[src/rtl/reset_seq_pkg.sv]
// Shared definitions for the CPU reset sequencer: state encodings and the
// per-state output vectors {rst_mem, rst_rf, rst_pipe, run_en, seq_busy}.
package reset_seq_pkg;

  typedef logic [2:0] state_t;
  typedef logic [4:0] out_vec_t;

  localparam state_t S_HOLD     = 3'd0;
  localparam state_t S_MEM_INIT = 3'd1;
  localparam state_t S_REL_RF   = 3'd2;
  localparam state_t S_REL_PIPE = 3'd3;
  localparam state_t S_RUN      = 3'd4;
  localparam state_t S_ERR      = 3'd5;

  localparam out_vec_t OUT_HOLD     = 5'b11101;
  localparam out_vec_t OUT_MEM_INIT = 5'b01101;
  localparam out_vec_t OUT_REL_RF   = 5'b00101;
  localparam out_vec_t OUT_REL_PIPE = 5'b00001;
  localparam out_vec_t OUT_RUN      = 5'b00010;
  localparam out_vec_t OUT_ERR      = 5'b11100;

  function automatic out_vec_t state_outputs(input state_t s);
    case (s)
      S_HOLD:     return OUT_HOLD;
      S_MEM_INIT: return OUT_MEM_INIT;
      S_REL_RF:   return OUT_REL_RF;
      S_REL_PIPE: return OUT_REL_PIPE;
      S_RUN:      return OUT_RUN;
      S_ERR:      return OUT_ERR;
      default:    return OUT_HOLD;
    endcase
  endfunction

endpackage

[src/rtl/seq_cycle_counter.sv]
// Saturating per-state edge counter; terminal is high on the edge that
// would be the limit-th counted edge.
module seq_cycle_counter #(
  parameter int CNT_W = 16
) (
  input  logic             clk,
  input  logic             reset,
  input  logic             clear,
  input  logic             enable,
  input  logic [CNT_W-1:0] limit,
  output logic             terminal
);

  logic [CNT_W-1:0] count_q, count_d;

  always_comb begin
    count_d = count_q;
    if (clear) begin
      count_d = '0;
    end else if (enable && (count_q != '1)) begin
      count_d = count_q + CNT_W'(1);
    end
  end

  always_ff @(posedge clk) begin
    if (reset) begin
      count_q <= '0;
    end else begin
      count_q <= count_d;
    end
  end

  // Widened so a saturated count still compares correctly against any limit
  assign terminal = (({1'b0, count_q} + (CNT_W+1)'(1)) >= {1'b0, limit});

endmodule

[src/rtl/reset_sequencer.sv]
// Releases memory, register-file and pipeline resets in order after the
// master reset drops, then enables the CPU; traps a memory-init timeout.
module reset_sequencer
  import reset_seq_pkg::*;
#(
  parameter int HOLD_CYCLES = 4,
  parameter int STAGE_GAP   = 2,
  parameter int MEM_TIMEOUT = 1024,
  parameter int CNT_W       = 16
) (
  input  logic       CLK,
  input  logic       Reset,
  input  logic       mem_init_done,
  input  logic       soft_reset_req,
  output logic       rst_mem,
  output logic       rst_rf,
  output logic       rst_pipe,
  output logic       run_en,
  output logic       seq_busy,
  output logic       timeout_err,
  output logic [2:0] state
);

  state_t           state_q, state_d;
  out_vec_t         outs_q, outs_d;
  logic             timeout_q, timeout_d;
  logic             cnt_clr, cnt_en, cnt_tc;
  logic [CNT_W-1:0] cnt_limit;

  seq_cycle_counter #(.CNT_W(CNT_W)) u_counter (
    .clk      (CLK),
    .reset    (Reset),
    .clear    (cnt_clr),
    .enable   (cnt_en),
    .limit    (cnt_limit),
    .terminal (cnt_tc)
  );

  always_comb begin
    case (state_q)
      S_HOLD:     cnt_limit = CNT_W'(HOLD_CYCLES);
      S_MEM_INIT: cnt_limit = CNT_W'(MEM_TIMEOUT);
      default:    cnt_limit = CNT_W'(STAGE_GAP);
    endcase
  end

  always_comb begin
    state_d   = state_q;
    timeout_d = timeout_q;
    cnt_clr   = 1'b0;
    cnt_en    = 1'b0;
    if (soft_reset_req) begin
      state_d   = S_HOLD;
      timeout_d = 1'b0;
      cnt_clr   = 1'b1;
    end else begin
      case (state_q)
        S_HOLD: begin
          cnt_en = 1'b1;
          if (cnt_tc) begin
            state_d = S_MEM_INIT;
            cnt_clr = 1'b1;
          end
        end
        // A done arriving on the timeout edge still counts as success
        S_MEM_INIT: begin
          cnt_en = 1'b1;
          if (mem_init_done) begin
            state_d = S_REL_RF;
            cnt_clr = 1'b1;
          end else if (cnt_tc) begin
            state_d   = S_ERR;
            timeout_d = 1'b1;
            cnt_clr   = 1'b1;
          end
        end
        S_REL_RF: begin
          cnt_en = 1'b1;
          if (cnt_tc) begin
            state_d = S_REL_PIPE;
            cnt_clr = 1'b1;
          end
        end
        S_REL_PIPE: begin
          cnt_en = 1'b1;
          if (cnt_tc) begin
            state_d = S_RUN;
            cnt_clr = 1'b1;
          end
        end
        S_RUN, S_ERR: begin
        end
        default: begin
          state_d = S_HOLD;
          cnt_clr = 1'b1;
        end
      endcase
    end
    outs_d = state_outputs(state_d);
  end

  always_ff @(posedge CLK) begin
    if (Reset) begin
      state_q   <= S_HOLD;
      outs_q    <= OUT_HOLD;
      timeout_q <= 1'b0;
    end else begin
      state_q   <= state_d;
      outs_q    <= outs_d;
      timeout_q <= timeout_d;
    end
  end

  assign {rst_mem, rst_rf, rst_pipe, run_en, seq_busy} = outs_q;
  assign timeout_err = timeout_q;
  assign state       = state_q;

endmodule

[config.mk]
export PLATFORM = sky130hd
export DESIGN_NAME = reset_sequencer
export DESIGN_NICKNAME = d
export VERILOG_FILES = /design/src/rtl/reset_seq_pkg.sv /design/src/rtl/seq_cycle_counter.sv /design/src/rtl/reset_sequencer.sv
export SDC_FILE = /design/constraint.sdc
export NUM_CORES = 1
export LEC_CHECK = 0
export ABC_AREA = 1
export ABC_CLOCK_PERIOD_IN_PS = 4600
export CORE_AREA = 3 3 67 69
export DETAILED_ROUTE_END_ITERATION = 6
export DIE_AREA = 0 0 70 72
export PLACE_DENSITY = 0.68
export SLEW_MARGIN = 30
export SYNTH_ARGS = -nofsm -noshare
export SYNTH_HDL_FRONTEND = slang
export SYNTH_SLANG_ARGS = --single-unit
export TNS_END_PERCENT = 10
[constraint.sdc]
create_clock -name CLK -period 4.6 [get_ports CLK]
set_input_delay 0.92 -clock CLK [delete_from_list [all_inputs] [get_ports CLK]]
set_output_delay 0.92 -clock CLK [all_outputs]
set_load 0.02 [all_outputs]
**Yosys cells after proc, flatten, opt, wreduce, memory -nomap -nowiden**

Index checks and enable logic that the tools add are counted.

- $mul: 0
- Bitwise logic cells: 1
- Add/sub/neg operators: 2
- Mux-type cells: 15
- Shift-type cells: 0
- Equal/unequal tests: 11
- Magnitude comparators: 1
- Divide/modulo/power cells: 0
- Reductions and logical operators: 8

Operators by type and width:

| operator | number |
|---|---|
| $pmux W5 S5 | 1 |
| $pmux W11 S2 | 1 |
| $mux W3 | 6 |
| $add A16 B1 Y17 const B | 1 |
| $ge A17 B11 Y1 | 1 |
| $add A16 B1 Y16 const B | 1 |
| $ne A16 B16 Y1 const B | 1 |
| $pmux W3 S5 | 1 |
| $eq A3 B2 Y1 const B | 4 |
| $eq A3 B3 Y1 const B | 4 |
| $eq A3 B1 Y1 const B | 2 |
| $reduce_or A2 Y1 | 3 |
| $mux W1 | 5 |
| $reduce_or A4 Y1 | 1 |
| $logic_not A3 Y1 | 1 |
| $pmux W1 S3 | 1 |
| $reduce_and A3 Y1 | 1 |
| $reduce_or A3 Y1 | 1 |
| $logic_and A1 B1 Y1 | 1 |
| $not A1 Y1 | 1 |

- ROM bits: 0
- Logic and storage cells: 42
- Output and inout bits: 9
- Bits in writable memories: 0
- Bits in latches: 0
- Memories kept: 0
- Register bits after elaboration: 25
- Input port bits: 4

**Longest topological paths before layout**

Gate-level depths: netlist of the first run.

- Depth in word-level cells: 9
- Mapped depth: 18

**Hierarchy**

Synthesis of the first run repeated with hierarchy kept, for this count alone.

- Cells, all modules: 301
- Area total of the unflattened synthesis: 1991.9 um^2

Modules (own cells, without submodules):

| module | sequential area each (um^2) | cells each | times used | area each (um^2) |
|---|---|---|---|---|
| seq_cycle_counter | 320.3 | 238 | 1 | 1526.5 |
| reset_sequencer | 180.2 | 63 | 1 | 465.4 |

**Worst setup path before layout of the first run**

OpenSTA, ideal clock, no wires.

- Path type: reg-to-reg
- Start point: register u_counter.count_q[1]
- End point: register u_counter.count_q[1]
- Required time: 4.534 ns
- Data arrival time: 2.201 ns
- Cell stages (with the launch flop): 18
- Path buffers: 1
- Period minus slack after synthesis: 2.267 ns
- Path slack: 2.333 ns
- Cell sequence: dfxtp_1 -> ha_1 -> nand2_2 -> nor2_2 -> nand2_1 -> nor2_1 -> xor2_1 -> ha_1 -> inv_1 -> nand2_1 -> nor2_1 -> nand2_1 -> nor2_4 -> nand2_2 -> o21ai_2 -> nand4_4 -> buf_6 -> a21oi_2

- Longest elaborated chain between the ends: 7
- Elaborated cells between the ends (all ways): 10

RTL lines:

| element | RTL line | RTL |
|---|---|---|
| start, declared | seq_cycle_counter.sv:14 | `logic [CNT_W-1:0] count_q, count_d;` |
| start signal, assigned | seq_cycle_counter.sv:29 | `count_q <= count_d;` |
| $add A16 B1 Y17 | seq_cycle_counter.sv:34 | `assign terminal = (({1'b0, count_q} + (CNT_W+1)'(1)) >= {1'b0, limit});` |
| $ge A17 B11 Y1 | seq_cycle_counter.sv:34 |  |
| $mux W1 | - |  |
| $mux W1 | reset_sequencer.sv:68 | `if (mem_init_done) begin` |
| $pmux W1 S3 | reset_sequencer.sv:57 | `case (state_q)` |
| $mux W1 | reset_sequencer.sv:52 | `if (soft_reset_req) begin` |
| $reduce_or A2 Y1 (no line) | - |  |

Several ways; a longest one is shown, not always the timed one.
A chain may end at the register's enable or synchronous reset.

**Final worst setup path of the first run**

- Start point: input port soft_reset_req
- End point: register u_counter.count_q[11]

- Longest elaborated chain between the ends: 2
- Elaborated cells between the ends (all ways): 4

RTL lines:

| element | RTL line | RTL |
|---|---|---|
| start, declared | reset_sequencer.sv:14 | `input logic soft_reset_req,` |
| $mux W1 | reset_sequencer.sv:52 |  |
| $reduce_or A2 Y1 (no line) / $logic_and A1 B1 Y1 (equally long branches) | - |  |

Several ways; a longest one is shown, not always the timed one.

==> impl_metrics.env, run 1 <==
export IMPL_ys_ff_latch=25
export IMPL_pin_count=13
export IMPL_ctsLongestPathBuffers=2
export IMPL_first_iter_violations=83
export IMPL_cts_root_buffer="clkbuf_8"
export IMPL_yosys_area_share_adder_pct=3.17
export IMPL_skew_ps=4.60
export IMPL_power_switching_mw=0.0856
export IMPL_synth_edf_count=0
export IMPL_setup_viol_count_final=0
export IMPL_grt_max_degree=18
export IMPL_grt_use_total_pct=13.7
export IMPL_yosys_area_top_type_share_pct=31.7
export IMPL_cts_resized=0
export IMPL_num_rows=23
export IMPL_synth_top_family_by_area="simple AND/OR/NAND/NOR gates"
export IMPL_cts_tree="done"
export IMPL_wl_um=3260
export IMPL_antenna_found_initial=0
export IMPL_die_x_um=70
export IMPL_whs_ps=521
export IMPL_syn_area_um2=1580
export IMPL_post_cts_buffers=0
export IMPL_path_max_fanout=17
export IMPL_hold_path_class="reg2reg"
export IMPL_nFillCells=418
export IMPL_clk_latency_ps=270
export IMPL_max_freq_mhz=355
export IMPL_hold_viol_final=0
export IMPL_worstHoldStart="u_counter.count_q[13]$_SDFFE_PP0P_"
export IMPL_ys_seq_area_share_pct=31.7
export IMPL_vias=1464
export IMPL_synthCells=239
export IMPL_initial_core_util_pct=39.8
export IMPL_crit_start="soft_reset_req"
export IMPL_cp_required_ps=4800
export IMPL_synthMuxAreaShare_pct=0
export IMPL_portBuffers=12
export IMPL_p_clk_share_pct=36.1
export IMPL_worstMarginPinSlew_ps=636
export IMPL_p_seq_share_pct=59.1
export IMPL_cts_made_buffers=3
export IMPL_intPower_mw=0.282
export IMPL_drive_above_1_share_pct=12.3
export IMPL_fin_cells=302
export IMPL_combinationalPowerShare_pct=4.8
export IMPL_synthArstFlopShare_pct=0
export IMPL_areaGrowthSynthToFinish_pct=13.3
export IMPL_syn_avg_cell_area_um2=6.61
export IMPL_htree_num_levels=1
export IMPL_r2r_start="u_counter.count_q[1]$_SDFFE_PP0P_"
export IMPL_start_kind="input port"
export IMPL_wire_per_inst_um=10.8
export IMPL_synth_top_area_cell="dfxtp_1"
export IMPL_clock_sinks=25
export IMPL_nNetsFinal=261
export IMPL_slew_violations=0
export IMPL_maxSlewHeadroom_pct=57.5
export IMPL_power_density_nw_per_um2=206
export IMPL_synth_xor_area_share_pct=3.25
export IMPL_diodes=0
export IMPL_status="finished, final reports clean"
export IMPL_dp_cells=298
export IMPL_synth_compound_area_share_pct=11.2
export IMPL_gp_congestion=0.809
export IMPL_avgViaCountPerCell=4.85
export IMPL_ant_nets=0
export IMPL_hpwlAfterDp_um=2520
export IMPL_core_area_um2=3970
export IMPL_fp_dieH_um=72
export IMPL_clk_pin_slew_ps=90
export IMPL_layout_min_cycle_time_ps=2810
export IMPL_cts_hold_fix_buffers=0
export IMPL_firstDrtPassIters=4
export IMPL_synthesis_nets=247
export IMPL_swShare_pct=23.3
export IMPL_p_leak_nw=0.691
export IMPL_r2r_setup_slack_ps=1980
export IMPL_pre_cts_slack_ps=1520
export IMPL_yosys_area_share_simple_pct=42.6
export IMPL_ys_flop_type="dfxtp_1"
export IMPL_yosysWarnings=0
export IMPL_r2r_end="u_counter.count_q[0]$_SDFFE_PP0P_"
export IMPL_crit_type="in2reg"
export IMPL_worstSetupEndpoint="u_counter.count_q[11]$_SDFFE_PP0P_"
export IMPL_crit_arrival_ps=3020
export IMPL_ir_drop_v=0.000137
export IMPL_maxCapViolations=0
export IMPL_rsz0062_at_grt="false"
export IMPL_synth_area_leaders="dfxtp_1, nand2_1, nor2_1"
export IMPL_setup_ws_ps=1790
export IMPL_grt_first_pass_wirelength_um=5760
export IMPL_r2r_cells=16
export IMPL_netlist_cell_type_count=29
export IMPL_grt_overflow=0
export IMPL_setup_worst_path_end_class="flip-flop"
export IMPL_grt_pass1_vias=1308
export IMPL_finalCritPeriodShare_pct=61.2
export IMPL_die_area_um2=5040
export IMPL_drc=0
export IMPL_fin_setup_tns_ps=0
## through the flow
step / utilization (%) / area, µm² / total power, mW
2_1_floorplan: - / 1580 / 0.235
3_5_place_dp: 43.9 / 1740 / 0.240
5_1_grt: 45.1 / 1790 / 0.388
3_3_place_gp: 43.9 / 1740 / 0.240
6_report: 45.1 / 1790 / 0.368
4_1_cts: 45.1 / 1790 / 0.375
## worst min path at each step
| stage | to | slack (ps) | depth (start not counted) |
|---|---|---|---|
| 3_5_place_dp | u_counter.count_q[15]$_SDFFE_PP0P_ | 500 | 2 |
| 4_1_cts | u_counter.count_q[13]$_SDFFE_PP0P_ | 520 | 2 |
| 3_3_place_gp | u_counter.count_q[4]$_SDFFE_PP0P_ | 500 | 2 |
| 5_1_grt | u_counter.count_q[4]$_SDFFE_PP0P_ | 550 | 2 |
| 2_1_floorplan | u_counter.count_q[8]$_SDFFE_PP0P_ | 470 | 2 |
| 6_report | u_counter.count_q[13]$_SDFFE_PP0P_ | 520 | 2 |
## state kept, by name, indices dropped and copies added (netlist names)
name,flops
u_counter.count_q,16
state,3
timeout_err,1
outs_q,5
## synth_stat cells, types with 2 or more instances
cell / count
ha_1: 4
xor2_1: 3
nand3_1: 18
a21oi_2: 6
a21oi_1: 13
nand2_2: 6
clkbuf_1: 2
nor2_2: 7
nor2_4: 4
inv_1: 28
nor2_1: 29
dfxtp_1: 25
nor3_1: 3
nand2_1: 71
o21ai_0: 2
nand4_1: 5
## layout by cell type, fill, tap and decap left out, drive strengths merged, types with 2 or more instances in the layout
cell / Yosys / final
a21oi: 19 / 19
clkbuf: 2 / 3
clkdlybuf4s50: 0 / 12
clkinv: 1 / 2
dfxtp: 25 / 25
ha: 4 / 4
inv: 28 / 28
nand2: 77 / 77
nand3: 18 / 18
nand4: 6 / 6
nor2: 40 / 40
nor3: 3 / 3
o21ai: 4 / 4
o21bai: 2 / 2
xor2: 4 / 4
## critical path: stages
cell,delay (ps)
clkdlybuf4s50_1,480
clkinv_1,230
nand3_1,580
inv_1,440
nor2_1,200
a21oi_1,70
nor2_2,110
## area by class of cell
| class | count | area [µm²] | area share, % |
|---|---|---|---|
| sequential | 25 | 500 | 28.0 |
| clock inverter | 1 | 5.00 | 0.280 |
| inverter | 29 | 109 | 6.08 |
| timing repair buffer | 12 | 120 | 6.71 |
| tap | 50 | 62.6 | 3.50 |
| clock buffer | 3 | 41.3 | 2.31 |
| multi-input combinational | 182 | 951 | 53.1 |
## cells by family (layout without fill, tap and decap cells)
logic type | Yosys count | after routing
xor gates and xnor gates | 5 | 5
and+or+nand+nor | 146 | 146
AOI/OAI and AO/OA | 27 | 27
adders and majority gates | 4 | 4
DFF | 25 | 25
buffers and inverters | 32 | 45
## per-layer routing
layer / global-route usage, % / routed length (µm) / up-vias
met3: 2.35 / 128 / 4
met1: 18.7 / 1610 / 653
met2: 22.9 / 1500 / 25
met4: 2.55 / 20 / 0
met5: 0 / 0 / -
li1: - / - / 782
## power by group through the flow
stage	Sequential, mW	Clock (mW)	Combinational [mW]
2_1_floorplan	0.223	0	0.0126
3_3_place_gp	0.223	0	0.0175
3_5_place_dp	0.223	0	0.0178
4_1_cts	0.218	0.139	0.0179
5_1_grt	0.218	0.150	0.0196
6_report	0.218	0.133	0.0177
(Power assumes the default switching activity.)
==> run 2, diff against run 1 <==
--- a/config.mk
+++ b/config.mk
@@ -6,7 +6,7 @@
 export NUM_CORES = 1
 export LEC_CHECK = 0
 export ABC_AREA = 1
-export ABC_CLOCK_PERIOD_IN_PS = 4600
+export ABC_CLOCK_PERIOD_IN_PS = 2800
 export CORE_AREA = 3 3 67 69
 export DETAILED_ROUTE_END_ITERATION = 6
 export DIE_AREA = 0 0 70 72
==> constraint.sdc (replaced) <==
create_clock -name CLK -period 2.8 [get_ports CLK]
set_input_delay 0.56 -clock CLK [delete_from_list [all_inputs] [get_ports CLK]]
set_output_delay 0.56 -clock CLK [all_outputs]
set_load 0.02 [all_outputs]
==> impl_metrics.env, run 2 (same netlist as run 1, synthesis figures left out) <==
export IMPL_status="finished, final reports clean"
export IMPL_dp_cells=299
export IMPL_antenna_found_initial=0
export IMPL_hold_path_class="reg2reg"
export IMPL_htree_num_levels=1
export IMPL_clock_sinks=25
export IMPL_cts_hold_fix_buffers=0
export IMPL_clk_latency_ps=270
export IMPL_pin_count=13
export IMPL_cts_made_buffers=3
export IMPL_cp_common_cell="nand2_1"
export IMPL_cts_root_buffer="clkbuf_8"
export IMPL_grt_first_pass_wirelength_um=5850
export IMPL_start_kind="flip-flop"
export IMPL_first_iter_violations=74
export IMPL_r2r_setup_slack_ps=280
export IMPL_whs_ps=515
export IMPL_ant_nets=0
export IMPL_grt_use_total_pct=14.1
export IMPL_slew_violations=0
export IMPL_max_stage_delay_ps=400
export IMPL_largest_reg_flops=16
export IMPL_power_density_nw_per_um2=335
export IMPL_final_common_cell="nand2_1"
export IMPL_initial_core_util_pct=39.8
export IMPL_firstDrtPassIters=4
export IMPL_avgViaCountPerCell=4.92
export IMPL_worstSetupEndpoint="u_counter.count_q[12]$_SDFFE_PP0P_"
export IMPL_layout_min_cycle_time_ps=2520
export IMPL_worstMarginPinSlew_ps=507
export IMPL_wire_per_inst_um=10.9
export IMPL_fin_setup_tns_ps=0
export IMPL_grt_max_degree=17
export IMPL_areaGrowthSynthToFinish_pct=15.1
export IMPL_drive_above_1_share_pct=13.0
export IMPL_skew_ps=5.75
export IMPL_final_cell_mix="nand2_1, nor2_1, inv_1"
export IMPL_top_register="u_counter.count_q"
export IMPL_grt_pass1_vias=1374
export IMPL_die_area_um2=5040
export IMPL_p_leak_nw=0.706
export IMPL_ir_drop_v=0.000155
export IMPL_wl_um=3320
export IMPL_ctsLongestPathBuffers=2
export IMPL_hold_viol_final=0
export IMPL_max_freq_mhz=397
export IMPL_finalCritPeriodShare_pct=90.0
export IMPL_grt_overflow=0
export IMPL_maxCapViolations=0
export IMPL_crit_type="reg2reg"
export IMPL_path_max_fanout=16
export IMPL_critPathTopFamily="simple AND/OR/NAND/NOR gates"
export IMPL_hpwlAfterDp_um=2500
export IMPL_r2r_start="u_counter.count_q[0]$_SDFFE_PP0P_"
export IMPL_portBuffers=12
export IMPL_cts_tree="done"
export IMPL_vias=1495
export IMPL_diodes=0
export IMPL_setup_worst_path_end_class="flip-flop"
export IMPL_core_area_um2=3970
export IMPL_crit_start="u_counter.count_q[0]$_SDFFE_PP0P_"
export IMPL_crit_path_top_delay_cell="dfxtp_1"
export IMPL_r2r_end="u_counter.count_q[12]$_SDFFE_PP0P_"
export IMPL_path_cells="ha_1 -> nand2_2 -> nor2_2 -> nand2_1 -> nor2_1 -> xor2_1 -> ha_1 -> inv_1 -> nand2_1 -> nor2_1 -> nand2_1 -> nor2_4 -> nand2_2 -> o21ai_2 -> nand4_4 -> buf_12 -> a21oi_1"
export IMPL_drc=0
export IMPL_path_buf_inv=2
export IMPL_die_x_um=70
export IMPL_gp_congestion=0.828
export IMPL_fin_cells=304
export IMPL_min_path_cells=2
export IMPL_fp_dieH_um=72
export IMPL_maxSlewHeadroom_pct=66.2
export IMPL_num_rows=23
export IMPL_r2r_cells=17
export IMPL_cp_required_ps=3010
export IMPL_nNetsFinal=263
export IMPL_path_depth=17
export IMPL_setup_viol_count_final=0
export IMPL_clk_pin_slew_ps=90
export IMPL_rsz0062_at_grt="false"
export IMPL_crit_arrival_ps=2730
## run 2: worst min-delay path, stage by stage (launching register included)
cell and delay, ps:
dfxtp_1 330, a21oi_1 70, nor2_2 80
## run 2: power by group
| group | switching, mW | total (mW) | internal, mW |
|---|---|---|---|
| clock network | 0.117 | 0.217 | 0.0997 |
| registers | 0.00116 | 0.357 | 0.356 |
| logic | 0.0225 | 0.0347 | 0.0122 |
| total | 0.141 | 0.609 | 0.468 |
## run 2: metal layers
metal	track usage, %	vias to the layer above	share of wire (%)	wire, µm
met1	18.4	670	51	1680
met2	22.8	30	43	1440
met3	2.63	5	4.5	149
met4	6.60	0	1.4	47
li1	-	790	-	-
met5	0	-	0	0
## run 2: through the flow
| step | setup slack, ps | utilization (%) | power [mW] | instance area [µm²] |
|---|---|---|---|---|
| after floorplan | 533 | - | 0.386 | 1580 |
| after global placement | 217 | 44.1 | 0.397 | 1750 |
| after detailed placement | 151 | 44.1 | 0.397 | 1750 |
| after CTS | 129 | 45.2 | 0.617 | 1800 |
| after global routing | 54.6 | 45.7 | 0.640 | 1820 |
| final | 280 | 45.7 | 0.609 | 1820 |
## run 2: worst min-delay path by stage
| stage | startpoint | endpoint |
|---|---|---|
| after floorplan | u_counter.count_q[8]$_SDFFE_PP0P_ | u_counter.count_q[8]$_SDFFE_PP0P_ |
| after global placement | u_counter.count_q[4]$_SDFFE_PP0P_ | u_counter.count_q[4]$_SDFFE_PP0P_ |
| after detailed placement | u_counter.count_q[15]$_SDFFE_PP0P_ | u_counter.count_q[15]$_SDFFE_PP0P_ |
| after CTS | u_counter.count_q[8]$_SDFFE_PP0P_ | u_counter.count_q[8]$_SDFFE_PP0P_ |
| after global routing | u_counter.count_q[4]$_SDFFE_PP0P_ | u_counter.count_q[4]$_SDFFE_PP0P_ |
| final | u_counter.count_q[15]$_SDFFE_PP0P_ | u_counter.count_q[15]$_SDFFE_PP0P_ |
## run 2: cell type report
class,instances,area (µm²)
multi-input cells,182,951
fillers,406,2150
repair buffers,14,148
well taps,50,62.6
inverters,29,109
clock buffers,3,41.3
clock inverters,1,5.00
flip-flops and latches,25,500
## run 2: repair_timing
item,4_1_cts,5_1_grt
setup endpoints to repair,0,9
gates resized for setup,0,0
setup buffers,0,1
